$ cat src/rtl/cpu_core_param.sv
// Parametrised two-cycle CPU core: register file, ALU, registered flags and a control FSM.
// Instructions are accepted over a valid/ready handshake in IDLE, computed in EXEC and
// committed in WB. A combinational debug port exposes any register.
module cpu_core_param #(
    parameter  int DATA_W   = 16,
    parameter  int NUM_REGS = 16,
    localparam int REG_AW   = $clog2(NUM_REGS)
) (
    input  logic              clk,
    input  logic              rst,
    input  logic              instr_valid,
    output logic              instr_ready,
    input  logic [3:0]        instr_op,
    input  logic              instr_imm_sel,
    input  logic [REG_AW-1:0] instr_dst,
    input  logic [REG_AW-1:0] instr_src,
    input  logic [7:0]        instr_imm,
    output logic [DATA_W-1:0] result,
    output logic              done,
    output logic [4:0]        flags,
    input  logic [REG_AW-1:0] dbg_sel,
    output logic [DATA_W-1:0] dbg_data
);

    localparam int SH_W = $clog2(DATA_W);
    localparam int MSB  = DATA_W - 1;

    localparam logic [3:0] OP_ADD  = 4'd0;
    localparam logic [3:0] OP_ADDC = 4'd1;
    localparam logic [3:0] OP_SUB  = 4'd2;
    localparam logic [3:0] OP_CMP  = 4'd3;
    localparam logic [3:0] OP_AND  = 4'd4;
    localparam logic [3:0] OP_OR   = 4'd5;
    localparam logic [3:0] OP_XOR  = 4'd6;
    localparam logic [3:0] OP_MOV  = 4'd7;
    localparam logic [3:0] OP_LSH  = 4'd8;
    localparam logic [3:0] OP_LUI  = 4'd9;

    // Flag bit positions inside {N,Z,F,L,C}
    localparam int FL_C = 0;
    localparam int FL_L = 1;
    localparam int FL_F = 2;
    localparam int FL_Z = 3;
    localparam int FL_N = 4;

    typedef enum logic [1:0] {
        ST_IDLE = 2'd0,
        ST_EXEC = 2'd1,
        ST_WB   = 2'd2
    } state_t;

    state_t             state_r;
    logic [3:0]         op_r;
    logic [REG_AW-1:0]  dst_r;
    logic [7:0]         imm_r;
    logic [DATA_W-1:0]  a_r;
    logic [DATA_W-1:0]  b_r;
    logic [DATA_W-1:0]  result_r;
    logic [4:0]         flags_r;
    logic               done_r;
    logic [DATA_W-1:0]  regs_r [NUM_REGS];

    logic [DATA_W-1:0]  op_b_s;
    logic [DATA_W-1:0]  alu_res_s;
    logic [4:0]         alu_flags_s;
    logic [DATA_W:0]    sum_s;
    logic [DATA_W:0]    diff_s;
    logic               wr_en_s;

    // Sign-extend the 8-bit immediate to the datapath width
    function automatic logic [DATA_W-1:0] sext_imm(input logic [7:0] imm);
        return {{(DATA_W-8){imm[7]}}, imm};
    endfunction

    assign instr_ready = (state_r == ST_IDLE);
    assign result      = result_r;
    assign done        = done_r;
    assign flags       = flags_r;
    assign dbg_data    = regs_r[dbg_sel];

    // Second operand selection at accept time: sign-extended immediate or register
    always_comb begin
        op_b_s = '0;
        if (instr_imm_sel) begin
            op_b_s = sext_imm(instr_imm);
        end else begin
            op_b_s = regs_r[instr_src];
        end
    end

    // Register write is suppressed for CMP and the NOP encodings
    always_comb begin
        wr_en_s = 1'b0;
        if ((op_r <= OP_LUI) && (op_r != OP_CMP)) begin
            wr_en_s = 1'b1;
        end else begin
            wr_en_s = 1'b0;
        end
    end

    // ALU on the latched operands; untouched flag bits and NOP results hold their value
    always_comb begin
        alu_res_s   = result_r;
        alu_flags_s = flags_r;
        sum_s       = {1'b0, a_r} + {1'b0, b_r} +
                      {{DATA_W{1'b0}}, ((op_r == OP_ADDC) ? flags_r[FL_C] : 1'b0)};
        diff_s      = {1'b0, a_r} - {1'b0, b_r};
        case (op_r)
            OP_ADD, OP_ADDC: begin
                alu_res_s         = sum_s[DATA_W-1:0];
                alu_flags_s[FL_C] = sum_s[DATA_W];
                alu_flags_s[FL_F] = (a_r[MSB] == b_r[MSB]) && (sum_s[MSB] != a_r[MSB]);
                alu_flags_s[FL_Z] = (sum_s[DATA_W-1:0] == {DATA_W{1'b0}});
            end
            OP_SUB: begin
                alu_res_s         = diff_s[DATA_W-1:0];
                alu_flags_s[FL_C] = diff_s[DATA_W];
                alu_flags_s[FL_F] = (a_r[MSB] != b_r[MSB]) && (diff_s[MSB] != a_r[MSB]);
                alu_flags_s[FL_Z] = (diff_s[DATA_W-1:0] == {DATA_W{1'b0}});
            end
            OP_CMP: begin
                alu_res_s         = diff_s[DATA_W-1:0];
                alu_flags_s[FL_Z] = (a_r == b_r);
                alu_flags_s[FL_L] = (a_r < b_r);
                alu_flags_s[FL_N] = ($signed(a_r) < $signed(b_r));
            end
            OP_AND:  alu_res_s = a_r & b_r;
            OP_OR:   alu_res_s = a_r | b_r;
            OP_XOR:  alu_res_s = a_r ^ b_r;
            OP_MOV:  alu_res_s = b_r;
            OP_LSH:  alu_res_s = a_r << b_r[SH_W-1:0];
            OP_LUI: begin
                alu_res_s       = '0;
                alu_res_s[15:0] = {imm_r, a_r[7:0]};
            end
            default: begin
                alu_res_s   = result_r;
                alu_flags_s = flags_r;
            end
        endcase
    end

    // Control FSM: latch on accept, register ALU outputs in EXEC, commit in WB
    always_ff @(posedge clk or negedge rst) begin
        if (!rst) begin
            state_r  <= ST_IDLE;
            op_r     <= 4'd0;
            dst_r    <= '0;
            imm_r    <= 8'd0;
            a_r      <= '0;
            b_r      <= '0;
            result_r <= '0;
            flags_r  <= 5'd0;
            done_r   <= 1'b0;
            for (int i = 0; i < NUM_REGS; i++) begin
                regs_r[i] <= '0;
            end
        end else begin
            case (state_r)
                ST_IDLE: begin
                    done_r <= 1'b0;
                    if (instr_valid) begin
                        op_r    <= instr_op;
                        dst_r   <= instr_dst;
                        imm_r   <= instr_imm;
                        a_r     <= regs_r[instr_dst];
                        b_r     <= op_b_s;
                        state_r <= ST_EXEC;
                    end
                end
                ST_EXEC: begin
                    result_r <= alu_res_s;
                    flags_r  <= alu_flags_s;
                    done_r   <= 1'b1;
                    state_r  <= ST_WB;
                end
                ST_WB: begin
                    done_r <= 1'b0;
                    if (wr_en_s) begin
                        regs_r[dst_r] <= result_r;
                    end
                    state_r <= ST_IDLE;
                end
                default: begin
                    done_r  <= 1'b0;
                    state_r <= ST_IDLE;
                end
            endcase
        end
    end

endmodule

$ cat config.mk
export PLATFORM = sky130hd
export DESIGN_NAME = cpu_core_param
export DESIGN_NICKNAME = d
export VERILOG_FILES = /design/src/rtl/cpu_core_param.sv
export SDC_FILE = /design/constraint.sdc
export NUM_CORES = 1
export LEC_CHECK = 0
export BUFFER_PORTS_ARGS = -buffer_cell sky130_fd_sc_hd__buf_2
export CORE_UTILIZATION = 35
export DETAILED_ROUTE_END_ITERATION = 16
export GPL_TIMING_DRIVEN = 0
export SYNTH_ARGS = -nofsm -noshare
export SYNTH_HDL_FRONTEND = slang
export SYNTH_SLANG_ARGS = --single-unit
$ cat constraint.sdc
create_clock -name clk -period 3.2 [get_ports clk]
set_input_delay 0.64 -clock clk [delete_from_list [all_inputs] [get_ports clk]]
set_output_delay 0.64 -clock clk [all_outputs]
set_load 0.02 [all_outputs]
==> impl_metrics.tcl, run 1 <==
set metrics [dict create \
    status "finished, violations left" \
    violations "negative setup slack" \
    period_needed_ns 3.42 \
    setup_tns_ns -0.621 \
    synth_seq_cells 328 \
    yosysUniqueCellTypes 89 \
    fin_cells 2702 \
    reg2reg_depth 12 \
    max_stage_delay_ns 0.55 \
    slew_headroom 0.0689 \
    die-width_microns 252 \
    grt_max_degree 120 \
    fin_util 0.411 \
    ioPinCount 67 \
    skew_ns 0.0369 \
    r2r_slack_ns -0.22 \
    setup_viol 5 \
    num_rows 91 \
    grt_usage 0.260 \
    grt_pass1_vias 17000 \
    cp_slowest_cell "fa_2" \
    cp_max_fo 2 \
    slew_violations 0 \
    portBuffers 53 \
    whs_path_depth 3 \
    die_area_sq_mm 0.0633 \
    clock-sinks 328 \
    ys_seq_area_frac 0.376 \
    antenna_left 0 \
    placed_cells 2594 \
    grt_first_pass_wirelength_mm 119 \
    netlist_instances 1701 \
    fin_crit_sh 1.07 \
    start_util 0.354 \
    crit_required_ns 3.69 \
    ir_worst_vdd_mv 0.543 \
    final_cell_mix "dfrtp_1 (320), mux2_2 (249), mux4_2 (237)" \
    clock_latency_ns 0.60 \
    fp.dieH_microns 252 \
    antenna_cells 0 \
    cts_root_buf "clkbuf_16" \
    layout_commonest_cell "dfrtp_1" \
    hold_viol_final 0 \
    holdWs_ns 0.276 \
    path_cells "buf_8 > nand4b_1 > fa_2 > fa_2 > nand2_2 > a211oi_2 > or4b_4 > a2111oi_4 > nand4b_1 > nor4_4 > a41oi_2 > o21ai_2" \
    drive_gt1_frac 0.426 \
    drt_pass1_iterations 5 \
    synth_flop_cell "dfrtp_1" \
    crit_type "flip-flop to flip-flop" \
    rsz0062_at_grt "yes" \
    fillCellCount 5763 \
    hp-class "input port to flip-flop" \
    route.detailed.drc 0 \
    regArea_sq_mm 0.00822 \
    max_freq_ghz 0.292 \
    r2r-start "op_r[1]$_DFFE_PN0P_" \
    synth_nets 1781 \
    synth.cell_area_sq_mm 0.0218 \
    numCtsBuffers 37 \
    first_iter_violations 1893 \
    cts_tree "built" \
    reg2reg_to "flags[3]$_DFFE_PN0P_" \
    arrival_ns 3.91 \
    vias 16800 \
    antenna_found_initial 3 \
    vias_per_cell 6.21 \
    start_kind "flip-flop" \
    cts_buffer_depth 3 \
    synth_edf_count 0 \
    setup_slack_ns -0.219 \
    crit_family "simple AND/OR/NAND/NOR gates" \
    min_from "instr_op[2]" \
    dp_hpwl_mm 58.1 \
    yosysWarningCount 0 \
    crit_buf_inv 1 \
    cap_violations 0 \
    wl_per_cell_microns 30.2 \
    grt-ovfl-total 0 \
    clk_pin_slew_worst_paths_ns 0.06 \
    finalWirelength_mm 81.6 \
    synthArstFlopShare 1.00 \
    worst_slew_pin_slew_ns 1.40 \
    coreArea_sq_mm 0.0616 \
    routabilityCongestion 0.988 \
    leakage_uw 0.0107 \
    multi_input_area_sq_mm 0.0131 \
    avgSynthCellArea_sq_um 12.8 \
    cp-end-kind "flip-flop" \
    p_per_area_mw_per_mm2 862 \
    fin_nets 1919 \
    areaGrowthSynthToFinish_pct 16.0 \
    htree_num_levels 2 \
    min_to "op_r[2]$_DFFE_PN0P_" \
    cp.depth 12 \
]
==> kinds of logic after synthesis <==
family | count (synthesis) | synth area share
mux | 532 | 0.395
flops | 328 | 0.376
simple gates | 313 | 0.0707
compound gates | 261 | 0.0815
buf+inv | 196 | 0.0381
fa+ha+maj | 52 | 0.0309
xor+xnor | 19 | 0.00763
==> report_power, final <==
part	total (uW)	internal, uW	switching [uW]
combinational	10100	4700	5450
sequential	7130	5510	1630
clock	4520	2610	1920
==> per-stage QoR <==
stage	power, uW	setup WS, ns	instance area (sq um)
2_1_floorplan	13000	0.0402	21800
3_3_place_gp	16000	-4.92	23100
3_5_place_dp	16300	-1.22	23200
4_1_cts	21300	-0.337	24900
5_1_grt	22800	-0.307	25300
6_report	21800	-0.219	25300
==> how the worst max path moves through the flow <==
stage	startpoint	slack, ns	end
after global placement	rst	-4.92	regs_r[27]$_DFFE_PN0P_
after detailed placement	b_r[2]$_DFFE_PN0P_	-1.22	result[13]$_DFFE_PN0P_
final	op_r[1]$_DFFE_PN0P_	-0.22	flags[3]$_DFFE_PN0P_
after global routing	op_r[1]$_DFFE_PN0P_	-0.31	flags[3]$_DFFE_PN0P_
after CTS	op_r[1]$_DFFE_PN0P_	-0.34	flags[3]$_DFFE_PN0P_
after floorplan	op_r[1]$_DFFE_PN0P_	0.04	flags[3]$_DFFE_PN0P_
==> Yosys cell counts (5+ instances only) <==
| library cell | n | share of area |
|---|---|---|
| a31oi_1 | 13 | 0.0037 |
| nor2_1 | 60 | 0.010 |
| a2111oi_0 | 6 | 0.0024 |
| or3_1 | 11 | 0.0032 |
| or4_1 | 5 | 0.0017 |
| buf_6 | 5 | 0.0026 |
| clkbuf_1 | 83 | 0.014 |
| ha_1 | 49 | 0.028 |
| a211oi_1 | 12 | 0.0041 |
| nor2b_1 | 8 | 0.0023 |
| buf_2 | 43 | 0.0099 |
| o2111ai_1 | 6 | 0.0024 |
| o221ai_1 | 10 | 0.0040 |
| mux2_2 | 249 | 0.13 |
| o21ai_0 | 76 | 0.017 |
| dfrtp_1 | 328 | 0.38 |
| a21o_1 | 6 | 0.0021 |
| a221oi_1 | 9 | 0.0036 |
| mux4_2 | 237 | 0.24 |
| inv_1 | 50 | 0.0086 |
| nand2_1 | 139 | 0.024 |
| nand2b_1 | 9 | 0.0026 |
| mux2_1 | 8 | 0.0041 |
| a21oi_1 | 42 | 0.0096 |
| xnor2_1 | 18 | 0.0072 |
| a22oi_1 | 8 | 0.0028 |
| buf_1 | 12 | 0.0021 |
| o31ai_1 | 8 | 0.0028 |
| nor3_1 | 15 | 0.0034 |
| mux2i_1 | 38 | 0.017 |
| and2_1 | 9 | 0.0026 |
| o211ai_1 | 17 | 0.0059 |
| nand3_1 | 13 | 0.0030 |
==> state kept, by name, indices dropped and copies added, names as in the netlist <==
register  count
regs_r      256
a_r          16
b_r          16
result       16
imm_r         8
flags         5
dst_r         4
op_r          4
state_r       2
done          1
==> final cells by class <==
type                            instances  share of cell area
Tap cell                              837              0.0414
Timing Repair Buffer                  101              0.0281
Inverter                               52             0.00811
Clock inverter                         15             0.00935
Buffer                                142              0.0302
Sequential cell                       328               0.325
Clock buffer                           50              0.0405
Multi-Input combinational cell       1177               0.517
==> per-layer routing <==
layer  vias to the layer above  wire [microns]  track usage  part of all wire
met5                         -              18            0           0.00022
li1                       6875               -            -                 -
met2                       820           38300        0.411              0.47
met1                      8888           32300        0.333              0.40
met4                         4            3830        0.124             0.047
met3                       194            7170       0.0639             0.088
==> timing repair <==
| item | 4_1_cts | 5_1_grt |
|---|---|---|
| resized for setup | 101 | 57 |
| pin swaps | 17 | 22 |
| hold buffers | 1 | 0 |
| buffers inserted | 17 | 27 |
| endpoints found under the setup margin | 52 | 91 |
| endpoints found under the hold margin | 23 | 0 |
==> worst reg2reg max path: cells and delay by family, from the launching register on <==
family,cells,cell delay (ns)
and+or+nand+nor,5,1.26
adders and majority gates,2,0.96
AOI/OAI and AO/OA,4,0.59
DFF,1,0.42
buffers and inverters,1,0.12
No activity file was read; power rests on OpenSTA's default activity.
==> run 2, diff against run 1 <==
- clock period: 3.2 -> 3.8 ns (I/O delays scaled with it)
==> run 2 against run 1 <==
Against the previous run: the flow now finishes without violations; utilization down 1.4 points; flip-flop and latch count unchanged; final cell count down 1.9%; highest routed layer is now met4; global-route usage about the same; worst hold slack worse by 0.093 ns.
==> impl_metrics.tcl, run 2 (synthesis results as in run 1) <==
set metrics [dict create \
    cp-end-kind "output port" \
    fp.dieH_microns 252 \
    max_stage_delay_ns 0.97 \
    reg2reg_to "flags[3]$_DFFE_PN0P_" \
    final_cell_mix "dfrtp_1 (325), mux2_2 (249), mux4_2 (237)" \
    hold_buffers 0 \
    power_frac_comb 0.452 \
    fin_nets 1871 \
    drt_pass1_iterations 6 \
    clk_pin_slew_worst_paths_ns 0.08 \
    wl_per_cell_microns 30.8 \
    vias 16600 \
    fin_crit_sh 0.993 \
    clock-sinks 328 \
    cts_root_buf "clkbuf_16" \
    drive_gt1_frac 0.382 \
    p_per_area_mw_per_mm2 716 \
    power_frac_clock 0.202 \
    layout_commonest_cell "dfrtp_1" \
    slew_violations 0 \
    start_kind "input port" \
    grt_first_pass_wirelength_mm 119 \
    cp_slowest_cell "clkbuf_1" \
    postLayoutCellArea_sq_mm 0.0244 \
    route.detailed.drc 0 \
    total_power_uw 17500 \
    rsz0062_at_grt "no" \
    arrival_ns 3.01 \
    grt_usage 0.260 \
    antenna_cells 0 \
    largest_reg_flops 256 \
    regMostFlops "regs_r" \
    ioPinCount 67 \
    postPlaceCellArea_sq_mm 0.0232 \
    cts_buffer_depth 3 \
    ir_worst_vdd_mv 0.390 \
    r2r_slack_ns 0.11 \
    grt_pass1_vias 16800 \
    slew_headroom 0.0927 \
    status "completed" \
    numCtsBuffers 37 \
    start_util 0.354 \
    coreArea_sq_mm 0.0616 \
    fillCellCount 5732 \
    hp-class "input port to async pin" \
    switching_share 0.415 \
    crit_buf_inv 3 \
    holdWs_ns 0.182 \
    die-width_microns 252 \
    max_freq_ghz 0.265 \
    dp_hpwl_mm 58.1 \
    grt_max_degree 125 \
    switchingPower_uw 7270 \
    die_area_sq_mm 0.0633 \
    setup_viol 0 \
    routabilityCongestion 0.986 \
    power_frac_seq 0.346 \
    cap_violations 0 \
    hold_viol_final 0 \
    antenna_left 0 \
    crit_type "input port to output port" \
    num_rows 91 \
    placed_cells 2593 \
    crit_family "buffers and inverters" \
    period_needed_ns 3.77 \
    vias_per_cell 6.26 \
    clock_latency_ns 0.58 \
    cts_tree "built" \
    power.internal_uw 10200 \
    fin_cells 2652 \
    htree_num_levels 2 \
    cp_max_fo 10 \
    first_iter_violations 1777 \
    leakage_uw 0.0103 \
    skew_ns 0.0447 \
    reg2reg_depth 11 \
    antenna_found_initial 2 \
    finalWirelength_mm 81.6 \
    areaGrowthSynthToFinish_pct 12.0 \
    path_cells "buf_1 > clkbuf_1 > mux4_2 > buf_2" \
    r2r-start "b_r[0]$_DFFE_PN0P_" \
    worst_slew_pin_slew_ns 1.36 \
    grt-ovfl-total 0 \
    portBuffers 53 \
    crit_required_ns 3.04 \
]
run 2: how the worst max path moves through the flow:
| stage | endpoint | startpoint | slack [ns] | cells after the start |
|---|---|---|---|---|
| after floorplan | dbg_data[10] | dbg_sel[0] | 0.43 | 4 |
| after global placement | regs_r[11]$_DFFE_PN0P_ | rst | -4.41 | 1 |
| after detailed placement | result[13]$_DFFE_PN0P_ | b_r[2]$_DFFE_PN0P_ | -0.57 | 12 |
| after CTS | result[13]$_DFFE_PN0P_ | b_r[1]$_DFFE_PN0P_ | -0.04 | 12 |
| after global routing | result[13]$_DFFE_PN0P_ | b_r[1]$_DFFE_PN0P_ | 0.02 | 11 |
| final | dbg_data[6] | dbg_sel[3] | 0.03 | 4 |
run 2: area by class of cell:
cell class | count | area (sq um) | share of cell area
Timing Repair Buffer | 57 | 345 | 0.0141
Buffer | 138 | 636 | 0.0260
Clock inverter | 9 | 85.1 | 0.00348
Inverter | 52 | 199 | 0.00814
Tap cell | 837 | 1050 | 0.0429
Multi-Input combinational cell | 1177 | 12800 | 0.525
Clock buffer | 54 | 1080 | 0.0442
Sequential cell | 328 | 8210 | 0.336
run 2: metal layers:
metal	global-route usage	part of all wire	vias up
met2	0.410	0.47	884
met5	0	0	-
li1	-	-	6754
met3	0.0643	0.092	203
met4	0.116	0.048	0
met1	0.338	0.39	8752
run 2: power groups by stage:
| stage | combinational (uW) | clock [uW] | sequential [uW] |
|---|---|---|---|
| 4_1_cts | 7750 | 3590 | 5990 |
| 2_1_floorplan | 5370 | 0 | 5590 |
| 3_3_place_gp | 7620 | 0 | 5880 |
| 5_1_grt | 8380 | 3720 | 6230 |
| 6_report | 7900 | 3540 | 6060 |
| 3_5_place_dp | 7700 | 0 | 6010 |
run 2: what timing repair did:
action                                  in CTS  in global routing
buffers inserted                             0                  2
endpoints found under the setup margin      22                 23
gates resized for setup                     20                 17
pin swaps                                    1                  4
run 2: per-stage QoR:
stage | setup slack (ns) | util | setup TNS, ns
after CTS | -0.0431 | 0.396 | -0.0431
after global placement | -4.41 | 0.375 | -1437.24
after global routing | 0.0171 | 0.397 | 0
final | 0.0281 | 0.397 | 0
after floorplan | 0.433 | - | 0
after detailed placement | -0.571 | 0.376 | -7.81
run 2: worst reg2reg max path: cells and delay by family (launching register included):
family	cells	cell delay, ns
AND/OR/NAND/NOR	4	1.34
AO/OA/AOI/OAI	4	0.82
adder cells (fa/ha/maj)	2	0.58
flip-flops	1	0.50
buffers and inverters	1	0.40
==> run 3, diff against run 2 <==
- CTS_BUF_LIST: not set -> sky130_fd_sc_hd__clkbuf_8
==> run 3 against run 2 <==
Against the previous run: largest power group unchanged; sequential share of layout area decreased by 0.35 points; largest cell class unchanged; utilization increased by 0.42 points; via count increased by 1.0%; highest routed layer unchanged; critical endpoint unchanged.
==> impl_metrics.tcl, run 3 (synthesis results as in run 1) <==
set metrics [dict create \
    cap_violations 0 \
    slew_headroom 0.0975 \
    setup_tns_ns 0 \
    postPlaceCellArea_sq_mm 0.0232 \
    r2r-start "op_r[1]$_DFFE_PN0P_" \
    hold_viol_final 0 \
    crit_type "input port to output port" \
    grt_pass1_vias 16900 \
    wl_per_cell_microns 30.4 \
    crit_required_ns 3.04 \
    crit_family "buffers and inverters" \
    ioPinCount 67 \
    status "completed" \
    first_iter_violations 1839 \
    start_kind "input port" \
    drt_pass1_iterations 5 \
    num_rows 91 \
    clock-sinks 328 \
    final_cell_mix "dfrtp_1 (325), mux2_2 (249), mux4_2 (237)" \
    setup_slack_ns 0.0684 \
    route.detailed.drc 0 \
    multi_input_area_sq_mm 0.0128 \
    setup_viol 0 \
    max_stage_delay_ns 0.70 \
    fin_crit_sh 0.982 \
    largest_reg_flops 256 \
    clk_pin_slew_worst_paths_ns 0.05 \
    hold_buffers 0 \
    grt-ovfl-total 0 \
    cts_buffer_depth 3 \
    period_needed_ns 3.73 \
    grt_max_degree 125 \
    vias 16800 \
    skew_ns 0.0590 \
    leakage_uw 0.0105 \
    dp_hpwl_mm 58.1 \
    grt_usage 0.259 \
    dp_slack_ns -0.571 \
    numCtsBuffers 56 \
    antenna_left 0 \
    arrival_ns 2.97 \
    path_cells "clkdlybuf4s15_1 > clkdlybuf4s18_2 > mux4_2 > buf_2" \
    fin_nets 1894 \
    coreArea_sq_mm 0.0616 \
    cp-end-kind "output port" \
    vias_per_cell 6.21 \
    routabilityCongestion 0.986 \
    htree_num_levels 2 \
    regArea_sq_mm 0.00821 \
    fp.dieH_microns 252 \
    drive_gt1_frac 0.395 \
    cp_max_fo 10 \
    cts_tree "built" \
    portBuffers 53 \
    max_freq_ghz 0.268 \
    crit_buf_inv 3 \
    ir_worst_vdd_mv 0.379 \
    layout_commonest_cell "dfrtp_1" \
    die-width_microns 252 \
    regMostFlops "regs_r" \
    p_per_area_mw_per_mm2 726 \
    postLayoutCellArea_sq_mm 0.0247 \
    slew_violations 0 \
    hp-class "input port to async pin" \
    grt_first_pass_wirelength_mm 119 \
    areaGrowthSynthToFinish_pct 13.2 \
    cp_slowest_cell "clkdlybuf4s18_2" \
    die_area_sq_mm 0.0633 \
    rsz0062_at_grt "no" \
    placed_cells 2593 \
    fillCellCount 5754 \
    finalWirelength_mm 81.9 \
    worst_slew_pin_slew_ns 1.35 \
    start_util 0.354 \
    cts_root_buf "clkbuf_8" \
    fin_cells 2697 \
    antenna_found_initial 4 \
    cp-startpoint "dbg_sel[2]" \
    clock_latency_ns 0.69 \
    fin_util 0.401 \
]
==> run 3: cell types whose count changed in the layout (fill, tap and decap cells not counted), sizes merged <==
cell / before / now
clkbuf: 132 / 151
clkinvlp: 1 / 2
clkinv: 9 / 8
inv: 51 / 63
buf: 116 / 119
clkdlybuf4s18: 0 / 1
diode: 0 / 2
bufinv: 0 / 8
==> run 3: what timing repair did <==
item	CTS	global route
setup buffers	0	6
endpoints found under the hold margin	0	0
pin swaps	1	6
setup endpoints to repair	23	15
gates resized for setup	19	18
==> run 3: layer usage <==
layer | vias up | track usage | wire [microns]
met5 | - | 0 | 0
met4 | 0 | 0.105 | 3070
met3 | 192 | 0.0584 | 7160
met2 | 861 | 0.414 | 38800
met1 | 8898 | 0.341 | 32900
li1 | 6808 | - | -
==> run 3: worst paths after layout <==
kind                            depth (start not counted)  slack [ns]                      end
worst max-delay path                                    4        0.07              dbg_data[6]
worst min-delay path                                    1        0.11     flags[0]$_DFFE_PN0P_
worst max register to register                         11        0.09     flags[3]$_DFFE_PN0P_
worst min register to register                          2        0.49     imm_r[1]$_DFFE_PN0P_
max in group asynchronous                               2        2.55  regs_r[227]$_DFFE_PN0P_
min in group clk                                        3        0.27      op_r[2]$_DFFE_PN0P_
==> run 3: cell type report <==
| class | instances | area share |
|---|---|---|
| diodes | 2 | 0.000203 |
| plain buffers | 138 | 0.0259 |
| clock buffers | 73 | 0.0407 |
| clock inverters | 29 | 0.0145 |
| inverters | 52 | 0.00821 |
| multi-input cells | 1177 | 0.520 |
| flip-flops and latches | 328 | 0.333 |
| well taps | 837 | 0.0424 |
| repair buffers | 61 | 0.0152 |
==> run 3: worst register-to-register path, delay by kind of cell (launching register included) <==
| family | cells | cell delay (ns) |
|---|---|---|
| AOI/OAI and AO/OA | 4 | 0.62 |
| adders and majority gates | 2 | 1.03 |
| DFF | 1 | 0.52 |
| and+or+nand+nor | 5 | 1.44 |
==> run 3: power by group <==
part	switching, uW	leakage (uW)	internal [uW]
sequential	1440	0.00442	4630
clock	1610	0.000748	2280
combinational	4340	0.00536	3630
total	7390	0.0105	10500
==> run 3: through the flow <==
stage	hold slack [ns]	total power [uW]
floorplan	0.446	11000
global placement	0.463	13500
detailed placement	0.472	13700
CTS	0.130	17700
global route	0.160	18700
finish	0.114	17900
